### src/rtl/multicycle_control_pkg.sv
// Shared O9 definitions: opcodes, FSM state encodings, datapath select codes and
// the layout of the control word that the sequencer drives into the datapath.
package multicycle_control_pkg;

    localparam logic [5:0] OP_RTYPE = 6'b000000;
    localparam logic [5:0] OP_LW    = 6'b100011;
    localparam logic [5:0] OP_SW    = 6'b101011;
    localparam logic [5:0] OP_BEQ   = 6'b000100;
    localparam logic [5:0] OP_ADDI  = 6'b001000;
    localparam logic [5:0] OP_J     = 6'b000010;
    localparam logic [5:0] OP_HALT  = 6'b111111;

    localparam int RETIRED_W = 16;

    typedef enum logic [3:0] {
        S_INIT   = 4'd0,
        S_FETCH  = 4'd1,
        S_FETCH2 = 4'd2,
        S_DECODE = 4'd3,
        S_MADDR  = 4'd4,
        S_MRD    = 4'd5,
        S_MWB    = 4'd6,
        S_MWR    = 4'd7,
        S_EXEC   = 4'd8,
        S_RWB    = 4'd9,
        S_AEXEC  = 4'd10,
        S_AWB    = 4'd11,
        S_BEQ    = 4'd12,
        S_JUMP   = 4'd13,
        S_HALT   = 4'd14
    } state_t;

    typedef enum logic [1:0] {
        ALU_ADD   = 2'b00,
        ALU_SUB   = 2'b01,
        ALU_FUNCT = 2'b10,
        ALU_RSVD  = 2'b11
    } alu_op_t;

    typedef enum logic [1:0] {
        SRCB_B       = 2'b00,
        SRCB_ONE     = 2'b01,
        SRCB_IMM     = 2'b10,
        SRCB_IMM_SH2 = 2'b11
    } alu_src_b_t;

    typedef enum logic [1:0] {
        PCSRC_ALU    = 2'b00,
        PCSRC_ALUOUT = 2'b01,
        PCSRC_JUMP   = 2'b10,
        PCSRC_RSVD   = 2'b11
    } pc_source_t;

    // 16-bit control word, MSB first in the order the datapath strobes are listed.
    typedef struct packed {
        logic       pc_write;
        logic       pc_write_cond;
        logic       iord;
        logic       mem_read;
        logic       mem_write;
        logic       mem_to_reg;
        logic       ir_write;
        logic       reg_write;
        logic       reg_dst;
        logic       alu_src_a;
        alu_src_b_t alu_src_b;
        alu_op_t    alu_op;
        pc_source_t pc_source;
    } ctrl_word_t;

    // States whose exit edge completes an instruction.
    function automatic logic is_retire_state(input state_t s);
        return (s == S_MWB) || (s == S_MWR) || (s == S_RWB) ||
               (s == S_AWB) || (s == S_BEQ) || (s == S_JUMP);
    endfunction

endpackage

### src/rtl/control_word_rom.sv
// Combinational state -> control word table for the O9 multicycle sequencer.
// S_INIT, S_HALT and unused encodings produce an all-zero word.
module control_word_rom
    import multicycle_control_pkg::*;
(
    input  state_t     state,
    output ctrl_word_t cw
);

    always_comb begin
        // NOTE: every field gets a default before the case so no path infers a latch.
        cw = '0;
        case (state)
            S_FETCH: begin
                cw.mem_read = 1'b1;
            end
            S_FETCH2: begin
                cw.mem_read  = 1'b1;
                cw.ir_write  = 1'b1;
                cw.pc_write  = 1'b1;
                cw.alu_src_b = SRCB_ONE;
                cw.alu_op    = ALU_ADD;
                cw.pc_source = PCSRC_ALU;
            end
            S_DECODE: begin
                cw.alu_src_b = SRCB_IMM;
                cw.alu_op    = ALU_ADD;
            end
            S_MADDR: begin
                cw.alu_src_a = 1'b1;
                cw.alu_src_b = SRCB_IMM;
            end
            // Address operands are held through the memory states so the
            // combinational address stays stable for the synchronous RAM.
            S_MRD: begin
                cw.alu_src_a = 1'b1;
                cw.alu_src_b = SRCB_IMM;
                cw.iord      = 1'b1;
                cw.mem_read  = 1'b1;
            end
            S_MWB: begin
                cw.alu_src_a  = 1'b1;
                cw.alu_src_b  = SRCB_IMM;
                cw.iord       = 1'b1;
                cw.mem_to_reg = 1'b1;
                cw.reg_write  = 1'b1;
            end
            S_MWR: begin
                cw.alu_src_a = 1'b1;
                cw.alu_src_b = SRCB_IMM;
                cw.iord      = 1'b1;
                cw.mem_write = 1'b1;
            end
            S_EXEC: begin
                cw.alu_src_a = 1'b1;
                cw.alu_src_b = SRCB_B;
                cw.alu_op    = ALU_FUNCT;
            end
            S_RWB: begin
                cw.alu_src_a = 1'b1;
                cw.alu_src_b = SRCB_B;
                cw.alu_op    = ALU_FUNCT;
                cw.reg_dst   = 1'b1;
                cw.reg_write = 1'b1;
            end
            S_AEXEC: begin
                cw.alu_src_a = 1'b1;
                cw.alu_src_b = SRCB_IMM;
            end
            S_AWB: begin
                cw.alu_src_a = 1'b1;
                cw.alu_src_b = SRCB_IMM;
                cw.reg_write = 1'b1;
            end
            S_BEQ: begin
                cw.alu_src_a     = 1'b1;
                cw.alu_src_b     = SRCB_B;
                cw.alu_op        = ALU_SUB;
                cw.pc_write_cond = 1'b1;
                cw.pc_source     = PCSRC_ALUOUT;
            end
            S_JUMP: begin
                cw.pc_write  = 1'b1;
                cw.pc_source = PCSRC_JUMP;
            end
            default: begin
                cw = '0;
            end
        endcase
    end

endmodule

### src/rtl/multicycle_control.sv
// Moore sequencer for the O9 multicycle datapath: state register, next-state
// logic and retired-instruction counter; strobes come from control_word_rom.
module multicycle_control
    import multicycle_control_pkg::*;
#(
    parameter int CNT_W = RETIRED_W
) (
    input  logic             clk,
    input  logic             reset,
    input  logic [5:0]       opCode,
    output logic             PCWrite,
    output logic             PCWriteCond,
    output logic             IorD,
    output logic             MemRead,
    output logic             MemWrite,
    output logic             MemtoReg,
    output logic             IRWrite,
    output logic             RegWrite,
    output logic             RegDst,
    output logic             ALUSrcA,
    output logic [1:0]       ALUSrcB,
    output logic [1:0]       ALUOp,
    output logic [1:0]       PCSource,
    output logic             halted,
    output logic [CNT_W-1:0] retired,
    output logic [3:0]       state_dbg
);

    state_t           state_q;
    state_t           state_d;
    logic [CNT_W-1:0] retired_q;
    ctrl_word_t       cw;

    // Reset forces S_INIT asynchronously, whose control word is all zero, so every
    // strobe drops the moment reset goes low.
    always_ff @(posedge clk or negedge reset) begin
        if (!reset) begin
            // NOTE: sequential state uses non-blocking assignments so all registers
            // update together from pre-edge values.
            state_q <= S_INIT;
        end else begin
            state_q <= state_d;
        end
    end

    always_comb begin
        state_d = S_HALT;
        case (state_q)
            S_INIT:   state_d = S_FETCH;
            S_FETCH:  state_d = S_FETCH2;
            S_FETCH2: state_d = S_DECODE;
            S_DECODE: begin
                case (opCode)
                    OP_LW, OP_SW: state_d = S_MADDR;
                    OP_RTYPE:     state_d = S_EXEC;
                    OP_ADDI:      state_d = S_AEXEC;
                    OP_BEQ:       state_d = S_BEQ;
                    OP_J:         state_d = S_JUMP;
                    default:      state_d = S_HALT;
                endcase
            end
            S_MADDR:  state_d = (opCode == OP_SW) ? S_MWR : S_MRD;
            S_MRD:    state_d = S_MWB;
            S_MWB:    state_d = S_FETCH;
            S_MWR:    state_d = S_FETCH;
            S_EXEC:   state_d = S_RWB;
            S_RWB:    state_d = S_FETCH;
            S_AEXEC:  state_d = S_AWB;
            S_AWB:    state_d = S_FETCH;
            S_BEQ:    state_d = S_FETCH;
            S_JUMP:   state_d = S_FETCH;
            S_HALT:   state_d = S_HALT;
            default:  state_d = S_HALT;
        endcase
    end

    // Counts on the edge leaving a retire state; wraps naturally at 2^CNT_W.
    always_ff @(posedge clk or negedge reset) begin
        if (!reset) begin
            retired_q <= '0;
        end else if (is_retire_state(state_q)) begin
            retired_q <= retired_q + CNT_W'(1);
        end
    end

    control_word_rom u_rom (
        .state (state_q),
        .cw    (cw)
    );

    assign PCWrite     = cw.pc_write;
    assign PCWriteCond = cw.pc_write_cond;
    assign IorD        = cw.iord;
    assign MemRead     = cw.mem_read;
    assign MemWrite    = cw.mem_write;
    assign MemtoReg    = cw.mem_to_reg;
    assign IRWrite     = cw.ir_write;
    assign RegWrite    = cw.reg_write;
    assign RegDst      = cw.reg_dst;
    assign ALUSrcA     = cw.alu_src_a;
    assign ALUSrcB     = cw.alu_src_b;
    assign ALUOp       = cw.alu_op;
    assign PCSource    = cw.pc_source;
    assign halted      = (state_q == S_HALT);
    assign retired     = retired_q;
    assign state_dbg   = state_q;

endmodule

### config.mk
export PLATFORM = sky130hd
export DESIGN_NAME = multicycle_control
export DESIGN_NICKNAME = d
export VERILOG_FILES = /design/src/rtl/multicycle_control_pkg.sv /design/src/rtl/control_word_rom.sv /design/src/rtl/multicycle_control.sv
export SDC_FILE = /design/constraint.sdc
export NUM_CORES = 1
export LEC_CHECK = 0
export ABC_AREA = 1
export CAP_MARGIN = 30
export CORE_ASPECT_RATIO = 1.5
export CORE_MARGIN = 5
export CORE_UTILIZATION = 48
export DETAILED_ROUTE_END_ITERATION = 16
export GPL_ROUTABILITY_DRIVEN = 0
export PLACE_DENSITY = 0.81
export SLEW_MARGIN = 20
export SYNTH_ARGS = -nofsm -noshare
export SYNTH_HDL_FRONTEND = slang
export SYNTH_SLANG_ARGS = --single-unit
### constraint.sdc
create_clock -name clk -period 2.45 [get_ports clk]
set_input_delay 0.49 -clock clk [delete_from_list [all_inputs] [get_ports clk]]
set_output_delay 0.49 -clock clk [all_outputs]
set_load 0.005 [all_outputs]
==> results.toml, run 1 <==
[timing]
fmax_mhz = 434
setup_viol = 0
fin_skew_ns = 0.00247
tightest_slew_ns = 0.402
drv_slew = 0
setup_tns_ns = 0
rsz0062_at_grt = "false"
relSlewSlack_pct = 73.1
hold_violations = 0
period_share_pct = 94.1
layout_min_cycle_time_ns = 2.31

[layout]
mostFrequentLayoutCells = "nand2_1 (48), clkdlybuf4s50_1 (44), nor2_1 (28)"
fillers = 220
layout_commonest_cell = "nand2_1"
final_area_um2 = 1800
fin_nets = 236
final-instance-count-excl-fill = 262
drive_above_1_share_pct = 6.67
area_growth_pct = 38.2
num_antenna_cells = 0

[routing]
drc_errors = 0
routed_wl_um = 3330
vias_per_cell = 5.13
drtPass1Iterations = 4
drt.antenna.violating_nets = 0
drt_iter0_drc = 23
vias = 1345
wl_per_cell_um = 12.7

[critical_path]
cp.required_ns = 1.96
critPathCaptureType = "output port"
cp_max_fo = 9
startpoint_type = "register"
ff2ff_setup_slack_ns = 0.92
critPathKind = "register to output port"
worstPathArrival_ns = 1.82

[status]
status = "complete, no violations"

[synthesis]
ys_ff_latch = 20
syn_inst = 183
syn_area_per_cell_um2 = 7.11
netlist_area_um2 = 1300
ys_warn_count = 0
synth_nets = 192
synth-seq-area-share_pct = 38.5
yosysUniqueCellTypes = 27

[die]
num_rows = 23
initial_utilization_pct = 49.1
dieArea_um2 = 3870
die_width_um = 52.5
die_h_um = 73.8
core_area_um2 = 2650
num_io_pins = 45

[power_and_ir_drop]
vdd_ir_drop_max_mv = 0.837
p_leak_nw = 0.752
p_per_area_nw_per_um2 = 861

[clock_tree]
cts.sinks = 20
post_cts_buffers = 0
h-tree-depth = 1
cts_tree = "done"
clk_pin_slew_ns = 0.07
clk_latency_ns = 0.26
clockRootBuffer = "clkbuf_8"
cts_buffers = 3
clockBufferDepth = 2

[global_route]
grt_pass1_vias = 1392
grt_antenna_before_repair = 0
grt_usage_pct = 19.4
grt_pass1_wl_um = 5730
overflow = 0
grt_max_degree = 21

[placed_design]
place_inst = 259
hpwl_um = 2550
dpl_cell_area_um2 = 1750
numPortBuffers = 44

[job]
cap_violations = 0

[worst_hold_path]
hold_path_class = "register to register"
==> sequential cells by signal, summed over array words and instances, names as in the netlist <==
register   count
state_dbg      4
retired       16
==> cell type report <==
type / count / area, um^2 / share of cell area, %
Multi-Input combinational cell: 135 / 677 / 37.6
Clock buffer: 3 / 41.3 / 2.30
Inverter: 22 / 82.6 / 4.59
Tap cell: 37 / 46.3 / 2.57
Sequential cell: 20 / 503 / 28.0
Timing Repair Buffer: 45 / 448 / 24.9
==> repair_timing <==
action | in CTS | in global routing
resized for setup | 0 | 3
endpoints found under the hold margin | 0 | 0
setup endpoints to repair | 0 | 2
hold buffers | 0 | 0
==> report_power, final <==
part,internal (mW),switching (mW)
sequential,0.403,0.125
combinational,0.406,0.393
clock,0.110,0.110
==> path summary, 6_finish.rpt <==
path / depth (start not counted) / end / startpoint
worst min-delay path: 1 / retired[6] / retired[6]
max in group asynchronous: 2 / state_dbg[2] / reset
worst max register to register: 7 / retired[12] / state_dbg[3]
worst max-delay path: 6 / MemRead / state_dbg[0]
worst min register to register: 1 / retired[6] / retired[6]
min in group asynchronous: 2 / retired[3] / reset
==> layer usage <==
layer,global-route usage [%],vias to the layer above,share of wire (%)
met5,0,-,0
met3,4.67,8,7.1
met1,20.7,612,38
met4,10.8,0,2.7
li1,-,671,-
met2,34.0,54,52
==> worst max-delay path, stage by stage (launching register included) <==
cell	delay [ns]
dfrtp_1	0.48
inv_1	0.13
nand2_1	0.13
nor2_2	0.18
a21oi_1	0.08
inv_1	0.06
clkdlybuf4s50_1	0.49
==> cells by family (layout without fill, tap and decap cells) <==
| group | count (synthesis) | in the layout | synth area share [%] |
|---|---|---|---|
| AOI/OAI and AO/OA | 13 | 13 | 6.06 |
| DFF | 20 | 20 | 38.5 |
| buffers and inverters | 28 | 70 | 9.71 |
| and+or+nand+nor | 112 | 112 | 38.8 |
| xor gates and xnor gates | 9 | 9 | 6.06 |
| adders and majority gates | 1 | 1 | 0.961 |
==> cell usage after synthesis, drive strengths merged <==
cell | number | area [um^2]
nand4 | 8 | 50.1
nor2 | 31 | 126
buf | 6 | 43.8
o21ai | 5 | 25.0
o211ai | 4 | 30.0
ha | 1 | 12.5
nand2 | 50 | 198
a21oi | 2 | 10.0
nor3 | 4 | 20.0
xor2 | 2 | 17.5
nand3b | 1 | 7.51
nand3 | 16 | 90.1
inv | 22 | 82.6
and2 | 2 | 12.5
xnor2 | 7 | 61.3
dfrtp | 20 | 500
o21a | 1 | 7.51
o22ai | 1 | 6.26
==> stage by stage <==
stage | setup WS [ns] | power [mW] | hold WS [ns] | util, %
after floorplan | 0.926 | 0.948 | 0.194 | -
after CTS | 0.116 | 1.54 | 0.528 | 67.7
final | 0.144 | 1.55 | 0.524 | 67.9
after global routing | 0.0273 | 1.66 | 0.554 | 67.9
after global placement | 0.488 | 1.30 | 0.503 | 66.2
after detailed placement | 0.436 | 1.31 | 0.516 | 66.2
(Power assumes the default switching activity.)
==> inputs of run 2 (changes only) <==
CORE_UTILIZATION = 31   (was 48)
GPL_ROUTABILITY_DRIVEN = not set   (was 0)
PLACE_DENSITY = 0.55   (was 0.81)
TNS_END_PERCENT = 50   (was not set)
==> results.toml, run 2 (synthesis results as in run 1) <==
[status]
status = "complete, no violations"

[layout]
layout_commonest_cell = "nand2_1"
drive_above_1_share_pct = 6.22
mostFrequentLayoutCells = "nand2_1 (48), clkdlybuf4s50_1 (44), nor2_1 (29)"
num_antenna_cells = 0
area_growth_pct = 38.8
multiInputGateArea_um2 = 674
fin_nets = 236
regArea_um2 = 503
fillers = 449
largest_reg_flops = 16

[clock_tree]
clk_latency_ns = 0.26
post_cts_buffers = 0
clockRootBuffer = "clkbuf_8"
hold_buffers = 0
cts_buffers = 3
cts_tree = "done"
cts.sinks = 20
clk_pin_slew_ns = 0.07
clockBufferDepth = 2
h-tree-depth = 1

[timing]
rsz0062_at_grt = "false"
drv_slew = 0
relSlewSlack_pct = 72.8
setup_viol = 0
setup_tns_ns = 0
fin_ws_ns = 0.155
layout_min_cycle_time_ns = 2.30
period_share_pct = 93.7
hold_violations = 0
fmax_mhz = 436
tightest_slew_ns = 0.406
fin_skew_ns = 0.00375

[power_and_ir_drop]
p_leak_nw = 0.753
p_per_area_nw_per_um2 = 846
vdd_ir_drop_max_mv = 0.843

[routing]
drc_errors = 0
drt.antenna.violating_nets = 0
vias_per_cell = 4.89
vias = 1326
wl_per_cell_um = 12.1
drtPass1Iterations = 4
drt_iter0_drc = 31
routed_wl_um = 3290

[critical_path]
cp_max_fo = 7
worstPathArrival_ns = 1.81
startpoint_type = "register"
path_cells = "inv_2 > nand2_1 > nor2_1 > a21oi_1 > inv_1 > clkdlybuf4s50_1"
cp_slowest_cell = "clkdlybuf4s50_1"
critPathCaptureType = "output port"
max_stage_delay_ns = 0.49
critPathKind = "register to output port"
cp.required_ns = 1.96

[die]
num_io_pins = 45
die_h_um = 89.4
dieArea_um2 = 5620
initial_utilization_pct = 31.5
core_area_um2 = 4140
die_width_um = 62.9
num_rows = 29

[job]
cap_violations = 0

[global_route]
grt_max_degree = 21
grt_pass1_vias = 1337
grt_pass1_wl_um = 5590
overflow = 0
grt_usage_pct = 12.4
grt_antenna_before_repair = 0

[placed_design]
hpwl_um = 2600
numPortBuffers = 44
place.gp.congestion = 0.899
pre_cts_slack_ns = 0.379

[worst_hold_path]
hold_path_class = "register to register"
run 2: cell count changes in the layout (fill, tap and decap cells not counted):
cell,change
nor2_2,-1
nor2_1,+1
run 2: final timing paths:
kind,cells past startpoint,to,startpoint,slack [ns]
setup / recovery,6,MemRead,state_dbg[2],0.15
hold / removal,1,retired[6],retired[6],0.52
setup reg to reg,7,retired[14],retired[0],0.96
hold reg to reg,1,retired[6],retired[6],0.52
max in group asynchronous,2,state_dbg[0],reset,1.65
min in group asynchronous,2,retired[12],reset,0.58
run 2: layer usage:
layer	vias up	share of wire (%)	global-route usage (%)
li1	666	-	-
met2	43	51	23.6
met5	-	0	0
met3	7	8.0	4.15
met4	0	2.3	5.21
met1	610	39	12.0
run 2: area by class of cell:
type,count,area share (%)
inverter,22,4.57
multi-input combinational,135,37.3
tap,46,3.19
sequential,20,27.8
clock buffer,3,2.29
timing repair buffer,45,24.8
run 2: metrics by stage:
| step | util [%] | hold WS, ns | cell area [um^2] | total power, mW | cells |
|---|---|---|---|---|---|
| after detailed placement | 42.6 | 0.511 | 1760 | 1.33 | 268 |
| after global routing | 43.7 | 0.557 | 1810 | 1.66 | 271 |
| after floorplan | - | 0.194 | 1300 | 0.948 | 183 |
| after CTS | 43.6 | 0.525 | 1800 | 1.55 | 271 |
| final | 43.7 | 0.518 | 1810 | 1.53 | 271 |
| after global placement | 42.6 | 0.513 | 1760 | 1.33 | 268 |
run 2: repair_timing:
| action | in CTS | in global routing |
|---|---|---|
| endpoints found under the setup margin | 0 | 1 |
| endpoints found under the hold margin | 0 | 0 |
| resized for setup | 0 | 2 |
run 2: critical path, delay by kind of cell, from the launching register on:
kind | cells | cell delay (ns)
AND/OR/NAND/NOR | 2 | 0.32
flip-flops | 1 | 0.48
AO/OA/AOI/OAI | 1 | 0.08
buffers and inverters | 3 | 0.67
run 2: where the power goes:
| part | internal (mW) | leakage, nW | switching (mW) |
|---|---|---|---|
| clock | 0.109 | 0.0216 | 0.104 |
| sequential | 0.404 | 0.263 | 0.126 |
| combinational | 0.404 | 0.468 | 0.380 |
| total | 0.918 | 0.753 | 0.610 |
